`src/rtl/washer_pkg.sv`:
```
// Shared definitions for the washer actuator stage.
// Holds the cycle-state codes, which the upstream cycle FSM also uses, the actuator
// FSM state enum, the water-select bit indices, the timer width, and small helpers.
package washer_pkg;

  localparam int unsigned CS_W    = 3;
  localparam int unsigned TIMER_W = 16;

  // Cycle-state codes driven by the upstream FSM
  localparam logic [CS_W-1:0] CS_OFF           = 3'd0;
  localparam logic [CS_W-1:0] CS_IDLE          = 3'd1;
  localparam logic [CS_W-1:0] CS_WASH_FILL     = 3'd2;
  localparam logic [CS_W-1:0] CS_WASH_AGITATE  = 3'd3;
  localparam logic [CS_W-1:0] CS_WASH_SPIN     = 3'd4;
  localparam logic [CS_W-1:0] CS_RINSE_FILL    = 3'd5;
  localparam logic [CS_W-1:0] CS_RINSE_AGITATE = 3'd6;
  localparam logic [CS_W-1:0] CS_RINSE_SPIN    = 3'd7;

  // Bit positions in the water-select code
  localparam int unsigned WATER_HOT  = 1;
  localparam int unsigned WATER_COLD = 0;

  typedef enum logic [2:0] {
    A_IDLE,
    A_FILL,
    A_AGITATE,
    A_DRAIN,
    A_SPIN,
    A_FAULT
  } act_state_e;

  // Entry state of the actuator FSM for a given cycle code
  function automatic act_state_e map_cycle_state(input logic [CS_W-1:0] cs);
    case (cs)
      CS_OFF, CS_IDLE:                   return A_IDLE;
      CS_WASH_FILL, CS_RINSE_FILL:       return A_FILL;
      CS_WASH_AGITATE, CS_RINSE_AGITATE: return A_AGITATE;
      CS_WASH_SPIN, CS_RINSE_SPIN:       return A_DRAIN;
      default:                           return A_IDLE;
    endcase
  endfunction

  // The door is held locked in every working state
  function automatic logic locks_door(input act_state_e s);
    return (s != A_IDLE) && (s != A_FAULT);
  endfunction

endpackage

```
`src/rtl/wm_phase_timer.sv`:
```
// Loadable saturating down-counter.
// Ports: clk, rst (async, active-high); load_i/load_val_i reload the count (load wins
// over hold); hold_i freezes it; expired_o (registered) is high while the count is zero.
// Loading N-1 makes expired_o rise on the Nth cycle after the load.
module wm_phase_timer
  import washer_pkg::*;
#(
  parameter int unsigned W = TIMER_W
) (
  input  logic         clk,
  input  logic         rst,
  input  logic         load_i,
  input  logic [W-1:0] load_val_i,
  input  logic         hold_i,
  output logic         expired_o
);

  logic [W-1:0] cnt_q, cnt_d;

  // Next count: reload, freeze, or decrement toward zero and stay there
  always_comb begin
    cnt_d = cnt_q;
    if (load_i) begin
      cnt_d = load_val_i;
    end else if (!hold_i && (cnt_q != '0)) begin
      cnt_d = cnt_q - W'(1);
    end
  end

  // Reset leaves the counter saturated (expired)
  always_ff @(posedge clk or posedge rst) begin
    if (rst) begin
      cnt_q     <= '0;
      expired_o <= 1'b1;
    end else begin
      cnt_q     <= cnt_d;
      expired_o <= (cnt_d == '0);
    end
  end

endmodule

```
`src/rtl/washer_actuator_ctrl.sv`:
```
// Washer actuator stage: turns the upstream cycle code into valve, pump, motor and
// door-lock drives, closes the loop on level and door sensors, pulses phase_done when
// a step's physical work is complete, and latches fault on fill or drain timeout.
// Ports: clk, rst (async, active-high); state (cycle code), water (hot/cold select),
// level_full, level_empty, door_closed (sensors); hot_valve, cold_valve, drain_pump,
// motor_en, motor_dir, motor_speed, door_lock, phase_done, fault (all registered).
// Build option: define WM_SPIN_RAMP_EN to ramp spin speed 1->2->3; otherwise spin
// starts directly at speed 3.
module washer_actuator_ctrl
  import washer_pkg::*;
#(
  parameter int unsigned FILL_TIMEOUT   = 1024,
  parameter int unsigned DRAIN_TIMEOUT  = 512,
  parameter int unsigned AGITATE_HALF   = 16,
  parameter int unsigned AGITATE_CYCLES = 256,
  parameter int unsigned SPIN_RAMP      = 32,
  parameter int unsigned SPIN_CYCLES    = 256,
  parameter int unsigned UNLOCK_DELAY   = 64
) (
  input  logic            clk,
  input  logic            rst,
  input  logic [CS_W-1:0] state,
  input  logic [1:0]      water,
  input  logic            level_full,
  input  logic            level_empty,
  input  logic            door_closed,
  output logic            hot_valve,
  output logic            cold_valve,
  output logic            drain_pump,
  output logic            motor_en,
  output logic            motor_dir,
  output logic [1:0]      motor_speed,
  output logic            door_lock,
  output logic            phase_done,
  output logic            fault
);

  // Timer loads are N-1 so that expiry lands on the Nth cycle in the state
  localparam logic [TIMER_W-1:0] FILL_LOAD   = TIMER_W'(FILL_TIMEOUT - 1);
  localparam logic [TIMER_W-1:0] DRAIN_LOAD  = TIMER_W'(DRAIN_TIMEOUT - 1);
  localparam logic [TIMER_W-1:0] HALF_LOAD   = TIMER_W'(AGITATE_HALF - 1);
  localparam logic [TIMER_W-1:0] AGI_LOAD    = TIMER_W'(AGITATE_CYCLES - 1);
  localparam logic [TIMER_W-1:0] RAMP_LOAD   = TIMER_W'(SPIN_RAMP - 1);
  localparam logic [TIMER_W-1:0] SPIN_LOAD   = TIMER_W'(SPIN_CYCLES - 1);
  localparam logic [TIMER_W-1:0] UNLOCK_LOAD = TIMER_W'(UNLOCK_DELAY - 1);

`ifdef WM_SPIN_RAMP_EN
  localparam logic [1:0]         SPIN_START_SPEED = 2'd1;
  localparam logic [TIMER_W-1:0] SPIN_START_LOAD  = RAMP_LOAD;
`else
  localparam logic [1:0]         SPIN_START_SPEED = 2'd3;
  localparam logic [TIMER_W-1:0] SPIN_START_LOAD  = SPIN_LOAD;
`endif

  logic [CS_W-1:0]    state_q;
  act_state_e         fsm_q, fsm_d, restart_tgt;
  logic               done_q, done_d;
  logic               dir_q, dir_d;
  logic               gap_q, gap_d;
  logic [1:0]         speed_q, speed_d;
  logic               pdone_d;
  logic               state_chg, hold;
  logic               ph_load, half_load, ul_load;
  logic [TIMER_W-1:0] ph_val;
  logic               ph_exp, half_exp, ul_exp;
  logic               hot_d, cold_d, pump_d, men_d, mdir_d, lock_d, fault_d;
  logic [1:0]         mspd_d;

  assign state_chg   = (state != state_q);
  assign restart_tgt = map_cycle_state(state);
  // An open door outside idle freezes all progress
  assign hold        = !door_closed && (fsm_q != A_IDLE);
  // Unlock delay restarts on every FSM transition and is held off while working
  assign ul_load     = locks_door(fsm_q) || (fsm_d != fsm_q);

  wm_phase_timer u_phase_timer (
    .clk        (clk),
    .rst        (rst),
    .load_i     (ph_load),
    .load_val_i (ph_val),
    .hold_i     (hold),
    .expired_o  (ph_exp)
  );

  wm_phase_timer u_half_timer (
    .clk        (clk),
    .rst        (rst),
    .load_i     (half_load),
    .load_val_i (HALF_LOAD),
    .hold_i     (hold),
    .expired_o  (half_exp)
  );

  wm_phase_timer u_unlock_timer (
    .clk        (clk),
    .rst        (rst),
    .load_i     (ul_load),
    .load_val_i (UNLOCK_LOAD),
    .hold_i     (hold),
    .expired_o  (ul_exp)
  );

  // Actuator FSM next state; a cycle-code change outranks any completion in the same cycle
  always_comb begin
    fsm_d     = fsm_q;
    done_d    = done_q;
    dir_d     = dir_q;
    gap_d     = gap_q;
    speed_d   = speed_q;
    pdone_d   = 1'b0;
    ph_load   = 1'b0;
    ph_val    = '0;
    half_load = 1'b0;
    if (fsm_q == A_FAULT) begin
      if (state == CS_OFF) begin
        fsm_d  = A_IDLE;
        done_d = 1'b0;
      end
    end else if (state_chg) begin
      fsm_d     = restart_tgt;
      done_d    = 1'b0;
      dir_d     = 1'b0;
      gap_d     = 1'b0;
      speed_d   = 2'd0;
      ph_load   = 1'b1;
      half_load = 1'b1;
      case (restart_tgt)
        A_FILL:    ph_val = FILL_LOAD;
        A_AGITATE: ph_val = AGI_LOAD;
        A_DRAIN:   ph_val = DRAIN_LOAD;
        default:   ph_val = '0;
      endcase
    end else if (!hold && !done_q) begin
      case (fsm_q)
        A_FILL: begin
          if (level_full) begin
            done_d  = 1'b1;
            pdone_d = 1'b1;
          end else if (ph_exp) begin
            fsm_d = A_FAULT;
          end
        end
        A_AGITATE: begin
          if (ph_exp) begin
            done_d  = 1'b1;
            pdone_d = 1'b1;
            gap_d   = 1'b0;
          end else if (half_exp) begin
            // Reverse, with a one-cycle motor gap on the first cycle of each new half
            dir_d     = !dir_q;
            gap_d     = 1'b1;
            half_load = 1'b1;
          end else begin
            gap_d = 1'b0;
          end
        end
        A_DRAIN: begin
          if (level_empty) begin
            fsm_d   = A_SPIN;
            speed_d = SPIN_START_SPEED;
            ph_load = 1'b1;
            ph_val  = SPIN_START_LOAD;
          end else if (ph_exp) begin
            fsm_d = A_FAULT;
          end
        end
        A_SPIN: begin
          if (ph_exp) begin
            if (speed_q == 2'd3) begin
              done_d  = 1'b1;
              pdone_d = 1'b1;
            end else begin
              speed_d = speed_q + 2'd1;
              ph_load = 1'b1;
              ph_val  = (speed_q == 2'd2) ? SPIN_LOAD : RAMP_LOAD;
            end
          end
        end
        default: ;
      endcase
    end
  end

  // Actuator drives from the current FSM state; an open door forces them off
  always_comb begin
    hot_d   = door_closed && (fsm_q == A_FILL) && !done_q && water[WATER_HOT];
    cold_d  = door_closed && (fsm_q == A_FILL) && !done_q && water[WATER_COLD];
    pump_d  = door_closed && ((fsm_q == A_DRAIN) || ((fsm_q == A_SPIN) && !done_q));
    men_d   = door_closed && !done_q &&
              (((fsm_q == A_AGITATE) && !gap_q) || (fsm_q == A_SPIN));
    mdir_d  = door_closed && !done_q && (fsm_q == A_AGITATE) && dir_q;
    mspd_d  = 2'd0;
    if (door_closed && !done_q) begin
      if (fsm_q == A_AGITATE) begin
        mspd_d = 2'd1;
      end else if (fsm_q == A_SPIN) begin
        mspd_d = speed_q;
      end
    end
    lock_d  = locks_door(fsm_q) || !ul_exp;
    fault_d = (fsm_q == A_FAULT);
  end

  // Input register and FSM state
  always_ff @(posedge clk or posedge rst) begin
    if (rst) begin
      state_q    <= CS_OFF;
      fsm_q      <= A_IDLE;
      done_q     <= 1'b0;
      dir_q      <= 1'b0;
      gap_q      <= 1'b0;
      speed_q    <= 2'd0;
      phase_done <= 1'b0;
    end else begin
      state_q    <= state;
      fsm_q      <= fsm_d;
      done_q     <= done_d;
      dir_q      <= dir_d;
      gap_q      <= gap_d;
      speed_q    <= speed_d;
      phase_done <= pdone_d;
    end
  end

  // Output register
  always_ff @(posedge clk or posedge rst) begin
    if (rst) begin
      hot_valve   <= 1'b0;
      cold_valve  <= 1'b0;
      drain_pump  <= 1'b0;
      motor_en    <= 1'b0;
      motor_dir   <= 1'b0;
      motor_speed <= 2'd0;
      door_lock   <= 1'b0;
      fault       <= 1'b0;
    end else begin
      hot_valve   <= hot_d;
      cold_valve  <= cold_d;
      drain_pump  <= pump_d;
      motor_en    <= men_d;
      motor_dir   <= mdir_d;
      motor_speed <= mspd_d;
      door_lock   <= lock_d;
      fault       <= fault_d;
    end
  end

endmodule

```
`config.mk`:
```
export PLATFORM = sky130hd
export DESIGN_NAME = washer_actuator_ctrl
export DESIGN_NICKNAME = d
export VERILOG_FILES = /design/src/rtl/washer_pkg.sv /design/src/rtl/wm_phase_timer.sv /design/src/rtl/washer_actuator_ctrl.sv
export SDC_FILE = /design/constraint.sdc
export NUM_CORES = 1
export LEC_CHECK = 0
export CORE_UTILIZATION = 55
export CTS_CLUSTER_SIZE = 14
export DETAILED_ROUTE_END_ITERATION = 8
export DONT_BUFFER_PORTS = 1
export GPL_TIMING_DRIVEN = 0
export PLACE_DENSITY_LB_ADDON = 0.3
export SETUP_SLACK_MARGIN = 0.05
export SYNTH_ARGS = -nofsm -noshare
export SYNTH_HDL_FRONTEND = slang
export SYNTH_SLANG_ARGS = --single-unit
```
`constraint.sdc`:
```
create_clock -name clk -period 6.7 [get_ports clk]
set_input_delay 1.34 -clock clk [delete_from_list [all_inputs] [get_ports clk]]
set_output_delay 1.34 -clock clk [all_outputs]
set_load 0.01 [all_outputs]
```
# ---- After elaboration in Yosys (flattened, before gate mapping)
# Memory sizes are Yosys's and may differ from the RTL's.
# Cells that the tools add are included.
dict set report word_totals {
  register_bits 72
  input_bits 10
  elab_cells 164
  memories 1
  out_inout_bits 10
  mem_bits_ro 16
}
# memory words width read_ports rd_ports_with_merged_regs wr line_no
set mem_list {}
lappend mem_list {{(no name shown)} 8 2 1 0 0 washer_pkg.sv:34} ;# case (cs)
dict set report op_classes {
  muxes 70
  reduce_logical 45
  add_sub_neg 4
  bitwise_logic 1
  eq_ne 22
}
# operator n
set op_table {}
lappend op_table {{$mux 16} 8}
lappend op_table {{$logic_not 16->1} 3}
lappend op_table {{$reduce_bool 16->1} 3}
lappend op_table {{$sub 16x1->16 const B} 3}
lappend op_table {{$mux 8} 5}
lappend op_table {{$mux 1} 35}
lappend op_table {{$pmux 10 s3} 1}
lappend op_table {{$mux 3} 7}
lappend op_table {{$logic_and 1x1->1} 17}
lappend op_table {{$mux 2} 8}
lappend op_table {{$pmux 8 s2} 1}
lappend op_table {{$eq 3x2->1 const B} 4}
lappend op_table {{$ne 3x3->1 const B} 3}
lappend op_table {{$reduce_bool 3->1} 3}
lappend op_table {{$ne 4x3->1 const B} 2}
lappend op_table {{$ne 4x4->1 const B} 2}
lappend op_table {{$reduce_and 7->1} 1}
lappend op_table {{$eq 3x1->1 const B} 2}
lappend op_table {{$eq 3x3->1 const B} 2}
lappend op_table {{$logic_not 1->1} 6}
lappend op_table {{$ne 3x3->1} 2}
lappend op_table {{$pmux 1 s3} 2}
lappend op_table {{$pmux 3 s2} 1}
lappend op_table {{$reduce_and 6->1} 1}
lappend op_table {{other kinds (14)} 20}

# ---- Longest topological paths before layout
# Gate-level depths: netlist (run 1).
dict set report depth {
  depth_word 11
  mapped_depth 10
}

# ---- Hierarchy
# From an unflattened synthesis (run 1), not the netlist that was laid out.
dict set report hier_totals {
  hier_cells 500
  hier_area_um2 4625.7
}
# mod seq_area_each_um2 area_per_inst_um2 cells_per_inst instances
set modules_own_cells {}
lappend modules_own_cells {{wm_phase_timer (u_half_timer ...)} 426.7 1134.8 122 2}
lappend modules_own_cells {washer_actuator_ctrl 525.5 1231.2 134 1}
lappend modules_own_cells {{wm_phase_timer (u_unlock_timer)} 426.7 1124.8 122 1}

# ---- Worst setup path after synthesis (run 1)
# Ideal clock, no wire load.
dict set report synth_timing {
  path_kind {input-to-reg}
  start {input state[1]}
  end {register u_half_timer.expired_o}
  n_path_buf 2
  setup_ns 0.090
  setup_slack_ns 3.445
  cell_stages 8
  arrival_time_ns 3.165
  cell_sequence {clkbuf_1 > xnor2_1 > and3_1 > clkbuf_1 > a21oi_2 > nand2b_1 > or4b_1 > nor4_2}
}
dict set report synth_between {
  elab_chain_len 5
}
# element line_no
set synth_rtl {}
lappend synth_rtl {{from (decl)} washer_actuator_ctrl.sv:22} ;# input logic [CS_W-1:0] state,
lappend synth_rtl {{$ne 3x3->1} washer_actuator_ctrl.sv:69} ;# assign state_chg = (state != state_q);
lappend synth_rtl {{$mux 1} washer_actuator_ctrl.sv:119} ;# end else if (state_chg) begin
lappend synth_rtl {{$mux 1} washer_actuator_ctrl.sv:114} ;# if (fsm_q == A_FAULT) begin
lappend synth_rtl {{$mux 16} wm_phase_timer.sv:23} ;# if (load_i) begin
lappend synth_rtl {{named net u_half_timer.cnt_d[0]} wm_phase_timer.sv:18} ;# logic [W-1:0] cnt_q, cnt_d;
lappend synth_rtl {{$logic_not 16->1} wm_phase_timer.sv:37} ;# expired_o <= (cnt_d == '0);
lappend synth_rtl {{to (signal assigned)} wm_phase_timer.sv:37}
lappend synth_rtl {{to (decl)} wm_phase_timer.sv:15} ;# output logic expired_o
# The timed path passes the listed nets, and every way through them passes these cells.
# A chain may end at the register's enable or synchronous reset.

# ---- Final worst setup path (run 1)
# Ends and elaborated chain as after synthesis.

==> results.sh, run 1 <==
export IMPL_outcome="completed"
export IMPL_worst_path_stages=8
export IMPL_initialDrtViolationCount=193
export IMPL_cp_num_buf_inv=2
export IMPL_setup_slack_ns=3.30
export IMPL_antenna_found_initial=0
export IMPL_yosysSeqAreaShare=0.426
export IMPL_synth_edf_count=0
export IMPL_hpwl_mm=6.34
export IMPL_grtUsageTotal=0.245
export IMPL_cts_resized=0
export IMPL_htreeDepth=3
export IMPL_die_height_um=89.8
export IMPL_cap_violations=0
export IMPL_die_area_um2=8070
export IMPL_reg2regPathDepth=9
export IMPL_clk_latency_ns=0.35
export IMPL_dpl_worst_slack_ns=3.00
export IMPL_crit_arrival_ns=3.66
export IMPL_syn2layout_area_growth_pct=7.58
export IMPL_powerDensity_nw_per_um2=208
export IMPL_synth_cell_area_um2=4240
export IMPL_cp_cell_sequence="clkbuf_1 > xnor2_1 > and3_1 > clkbuf_1 > a21oi_2 > nand2b_1 > or4b_1 > nor4_2"
export IMPL_peakVddDrop_v=0.000121
export IMPL_cp_slowest_cell="or4b_1"
export IMPL_grt_max_degree=73
export IMPL_via_per_inst=6.01
export IMPL_routedWlPerCell_um=16.0
export IMPL_rows=31
export IMPL_cp_start_kind="input port"
export IMPL_grt_pass1_wl_mm=16.0
export IMPL_port_buffers=0
export IMPL_via_count=3488
export IMPL_cp_end_kind="register"
export IMPL_min_period_ns=3.40
export IMPL_synthDistinctLibCells=67
export IMPL_cts_hold_buf=0
export IMPL_gp_congestion=0.876
export IMPL_grt_pass1_vias=3364
export IMPL_crit_family="simple AND/OR/NAND/NOR gates"
export IMPL_whs_ns=0.469
export IMPL_whs_path_depth=1
export IMPL_synth_main_ff_cell="dfrtp_1"
export IMPL_drv_slew=0
export IMPL_setup_viol=0
export IMPL_max_freq_ghz=0.294
export IMPL_cts_buffer_depth=2
export IMPL_gr_total_overflow=0
export IMPL_final_layout_size_suffix_gt1_frac=0.108
export IMPL_period_share=0.508
export IMPL_drc=0
export IMPL_cts_setup_buffers=0
export IMPL_io_pins=20
export IMPL_power_mw=0.950
export IMPL_slew_headroom=0.426
export IMPL_root_buffer="clkbuf_8"
export IMPL_tns_ns=0
export IMPL_async_flop_share=1.00
export IMPL_crit_required_ns=6.96
export IMPL_core_area_um2=7370
export IMPL_syn_instance_count=465
export IMPL_die_x_um=89.8
export IMPL_worst_path_max_fanout=10
export IMPL_skew_ns=0.0100
export IMPL_cts_inserted_buffers=9
export IMPL_nNetsFinal=494
export IMPL_ys_ff_latch=72
export IMPL_syn_nets=483
export IMPL_yosys_area_top_type="dfrtp_1"
export IMPL_cp_slowest_stage_delay_ns=0.49
export IMPL_synth_area_top_cells="dfrtp_1, xnor2_1, nor2_1"
export IMPL_crit_type="input port to register"
export IMPL_firstDrtPassIters=5
export IMPL_syn_avg_cell_area_um2=9.12
export IMPL_hold_path_class="register to register"
export IMPL_yosysWarnings=0
export IMPL_path_clk_slew_ns=0.08
export IMPL_worst_pin_slew_ns=0.861
export IMPL_crit_top_cell="clkbuf_1"
export IMPL_antennaDiodeCount=0
export IMPL_hold_viol=0
export IMPL_grt_setup_unrepaired="false"
export IMPL_clock_sinks=72
export IMPL_cts_tree="yes"
export IMPL_synth_top_cell_area_share=0.407
export IMPL_p_leak_nw=1.81
export IMPL_routed_wirelength_mm=9.27
export IMPL_ant_nets=0
export IMPL_start_util=0.576
## stage by stage
| step | utilization | cell area (um^2) | instances |
|---|---|---|---|
| 6_report | 0.619 | 4560 | 580 |
| 5_1_grt | 0.619 | 4560 | 580 |
| 4_1_cts | 0.619 | 4560 | 580 |
| 3_5_place_dp | 0.593 | 4370 | 564 |
| 3_3_place_gp | 0.593 | 4370 | 564 |
| 2_1_floorplan | - | 4240 | 465 |
## synth_stat cells, drive strengths merged (10+ instances only)
master and n:
dfrtp 69, nor2 63, xnor2 33, o21ai 27
nor3 24, a21oi 23, nand2 23, inv 18
clkbuf 15, nor4 15, or3 15, nand3 10
## cell families (layout without fill, tap and decap cells)
kind of cell	after synthesis	after routing	share of synthesized area
fa+ha+maj	8	8	0.0236
flops	72	72	0.426
buf+inv	40	56	0.0398
simple gates	205	205	0.268
compound gates	95	95	0.145
mux	8	8	0.0195
xor+xnor	37	37	0.0782
## state kept, by name, summed over array words and instances (netlist names)
name,cells
cold_valve,1
dir_q,1
done_q,1
door_lock,1
drain_pump,1
fault,1
fsm_q,3
gap_q,1
hot_valve,1
motor_dir,1
motor_en,1
motor_speed,2
phase_done,1
speed_q,2
state_q,3
u_half_timer.cnt_q,16
u_half_timer.expired_o,1
u_phase_timer.cnt_q,16
u_phase_timer.expired_o,1
u_unlock_timer.cnt_q,16
u_unlock_timer.expired_o,1
## area by class of cell
cell class,instances,area (um^2)
inverters,18,70.1
well taps,99,124
plain buffers,22,101
clock buffers,9,124
flip-flops and latches,72,1810
fillers,635,2810
multi-input cells,353,2270
clock inverters,7,71.3
## power breakdown
group          switching, mW  leakage, nW  internal, mW  total, mW
Combinational         0.0877        0.824        0.0463      0.134
Clock                  0.175       0.0916         0.172      0.347
Sequential            0.0171        0.893         0.452      0.469
## routing by layer
metal,routed length (um),part of all wire,vias up,global-route usage
li1,-,-,1688,-
met1,4260,0.46,1667,0.339
met2,4320,0.47,119,0.383
met3,536,0.058,14,0.0423
met4,159,0.017,0,0.0970
met5,0,0,-,0
## cell usage in the layout, fill, tap and decap left out, types with 5 or more instances in the layout
cell type and instances:
a21oi_1 22, a31oi_1 7, and2_1 5, buf_2 6
clkbuf_1 15, clkbuf_8 9, dfrtp_1 69, ha_1 8
inv_1 16, mux2i_1 6, nand2_1 23, nand2b_1 7
nand3_1 10, nor2_1 62, nor2b_1 6, nor3_1 23
nor4_1 11, o211ai_1 7, o21ai_0 25, or3_1 12
or4_1 6, xnor2_1 33
## path summary, 6_finish.rpt
path / from / endpoint / slack (ns)
setup / recovery: state[1] / u_half_timer.expired_o$_DFF_PP1_ / 3.30
min in group asynchronous: rst / u_half_timer.cnt_q[14]$_DFF_PP0_ / 1.04
hold reg to reg: u_unlock_timer.expired_o$_DFF_PP1_ / door_lock$_DFF_PP0_ / 0.47
max in group asynchronous: rst / u_phase_timer.cnt_q[12]$_DFF_PP0_ / 5.11
setup reg to reg: u_half_timer.cnt_q[0]$_DFF_PP0_ / u_half_timer.expired_o$_DFF_PP1_ / 3.52
hold / removal: u_unlock_timer.expired_o$_DFF_PP1_ / door_lock$_DFF_PP0_ / 0.47
Power figures use the tool's default switching activity.
==> run 2, diff against run 1 <==
- clock period: 6.7 -> 3.3 ns (I/O delays scaled with it)
==> results.sh, run 2 (same netlist as run 1, synthesis figures left out) <==
export IMPL_setup_slack_ns=0.265
export IMPL_powerDensity_nw_per_um2=422
export IMPL_die_x_um=89.8
export IMPL_grt_pass1_wl_mm=16.0
export IMPL_ant_nets=0
export IMPL_cap_violations=0
export IMPL_cp_start_kind="register"
export IMPL_final_cell_mix="dfrtp_1, nor2_1, xnor2_1, o21ai_0"
export IMPL_rows=31
export IMPL_grtUsageTotal=0.245
export IMPL_min_period_ns=3.04
export IMPL_skew_ns=0.00869
export IMPL_slew_headroom=0.424
export IMPL_p_leak_nw=1.81
export IMPL_top_regs="u_half_timer.cnt_q x16, u_phase_timer.cnt_q x16, u_unlock_timer.cnt_q x16"
export IMPL_r2r_end="u_half_timer.expired_o$_DFF_PP1_"
export IMPL_cp_slowest_stage_delay_ns=0.49
export IMPL_reg2regPathDepth=9
export IMPL_antenna_found_initial=0
export IMPL_io_pins=20
export IMPL_cp_slowest_cell="or4b_1"
export IMPL_cp_cell_sequence="inv_1 > ha_1 > or3b_1 > or3_4 > o21ai_1 > xnor2_1 > nand2b_1 > or4b_1 > nor4_2"
export IMPL_port_buffers=0
export IMPL_cts_buffer_depth=2
export IMPL_cts_setup_buffers=0
export IMPL_cts_hold_buf=0
export IMPL_drc=0
export IMPL_syn2layout_area_growth_pct=7.58
export IMPL_via_count=3489
export IMPL_firstDrtPassIters=4
export IMPL_dpl_worst_slack_ns=0.187
export IMPL_whs_endpoint="state_q[1]$_DFF_PP0_"
export IMPL_antennaDiodeCount=0
export IMPL_max_freq_ghz=0.329
export IMPL_outcome="completed"
export IMPL_via_per_inst=6.02
export IMPL_gr_total_overflow=0
export IMPL_hold_path_class="input port to register"
export IMPL_htreeDepth=3
export IMPL_regToRegSetupSlack_ns=0.26
export IMPL_hold_viol=0
export IMPL_min_from="state[1]"
export IMPL_nNetsFinal=494
export IMPL_routed_wirelength_mm=9.25
export IMPL_grt_pass1_vias=3364
export IMPL_routedWlPerCell_um=16.0
export IMPL_mostFrequentLayoutCell="dfrtp_1"
export IMPL_peakVddDrop_v=0.000245
export IMPL_setup_viol=0
export IMPL_die_height_um=89.8
export IMPL_cts_inserted_buffers=9
export IMPL_cts_resized=0
export IMPL_worst_path_max_fanout=6
export IMPL_initialDrtViolationCount=186
export IMPL_start_util=0.576
export IMPL_worst_pin_slew_ns=0.864
export IMPL_whs_path_depth=0
export IMPL_cp_end_kind="register"
export IMPL_root_buffer="clkbuf_8"
export IMPL_rr_startpoint="u_half_timer.cnt_q[1]$_DFF_PP0_"
export IMPL_final_layout_size_suffix_gt1_frac=0.108
export IMPL_worstSetupStartpoint="u_half_timer.cnt_q[1]$_DFF_PP0_"
export IMPL_clk_latency_ns=0.35
export IMPL_die_area_um2=8070
export IMPL_grt_max_degree=73
export IMPL_crit_type="register to register"
export IMPL_path_clk_slew_ns=0.08
export IMPL_grt_setup_unrepaired="false"
export IMPL_core_area_um2=7370
export IMPL_crit_required_ns=3.55
export IMPL_drv_slew=0
export IMPL_crit_arrival_ns=3.29
export IMPL_hpwl_mm=6.34
export IMPL_cts_tree="yes"
export IMPL_gp_congestion=0.876
export IMPL_period_share=0.920
export IMPL_tns_ns=0
export IMPL_clock_sinks=72
-- run 2: cell count changes in the layout (fill, tap and decap cells not counted) --
cell,previous run,this run
o21ai_1,1,2
o21ai_0,25,24
-- run 2: layout make-up --
| cell class | count | area (um^2) |
|---|---|---|
| plain buffers | 22 | 101 |
| inverters | 18 | 70.1 |
| clock inverters | 7 | 71.3 |
| clock buffers | 9 | 124 |
| flip-flops and latches | 72 | 1810 |
| well taps | 99 | 124 |
| fillers | 635 | 2810 |
| multi-input cells | 353 | 2270 |
-- run 2: where the power goes --
group          switching, mW  internal [mW]
Sequential            0.0349          0.917
Clock                  0.353          0.349
Combinational          0.178         0.0942
-- run 2: per-stage QoR --
stage / util / area (um^2) / std cells / hold slack, ns / power [mW]
2_1_floorplan: - / 4240 / 465 / 0.438 / 1.17
3_3_place_gp: 0.593 / 4370 / 564 / 0.448 / 1.23
3_5_place_dp: 0.593 / 4370 / 564 / 0.447 / 1.24
4_1_cts: 0.619 / 4560 / 580 / 0.322 / 1.94
5_1_grt: 0.619 / 4560 / 580 / 0.317 / 2.02
6_report: 0.619 / 4560 / 580 / 0.332 / 1.93
-- run 2: how the worst max path moves through the flow --
stage | end | cells after the start
4_1_cts | u_half_timer.expired_o$_DFF_PP1_ | 9
2_1_floorplan | u_half_timer.expired_o$_DFF_PP1_ | 9
3_3_place_gp | motor_en$_DFF_PP0_ | 1
3_5_place_dp | u_half_timer.expired_o$_DFF_PP1_ | 9
6_report | u_half_timer.expired_o$_DFF_PP1_ | 9
5_1_grt | u_half_timer.expired_o$_DFF_PP1_ | 9
-- run 2: routing by layer --
metal,track usage,vias up,routed length [um]
li1,-,1694,-
met1,0.339,1669,4300
met2,0.383,109,4320
met3,0.0423,17,468
met4,0.0970,0,172
met5,0,-,0
-- run 2: worst max-delay path: cells and delay by family, from the launching register on --
| kind | cells | cell delay, ns |
|---|---|---|
| and+or+nand+nor | 5 | 1.75 |
| adders and majority gates | 1 | 0.16 |
| xor gates and xnor gates | 1 | 0.18 |
| DFF | 1 | 0.45 |
| AOI/OAI and AO/OA | 1 | 0.31 |
| buffers and inverters | 1 | 0.11 |
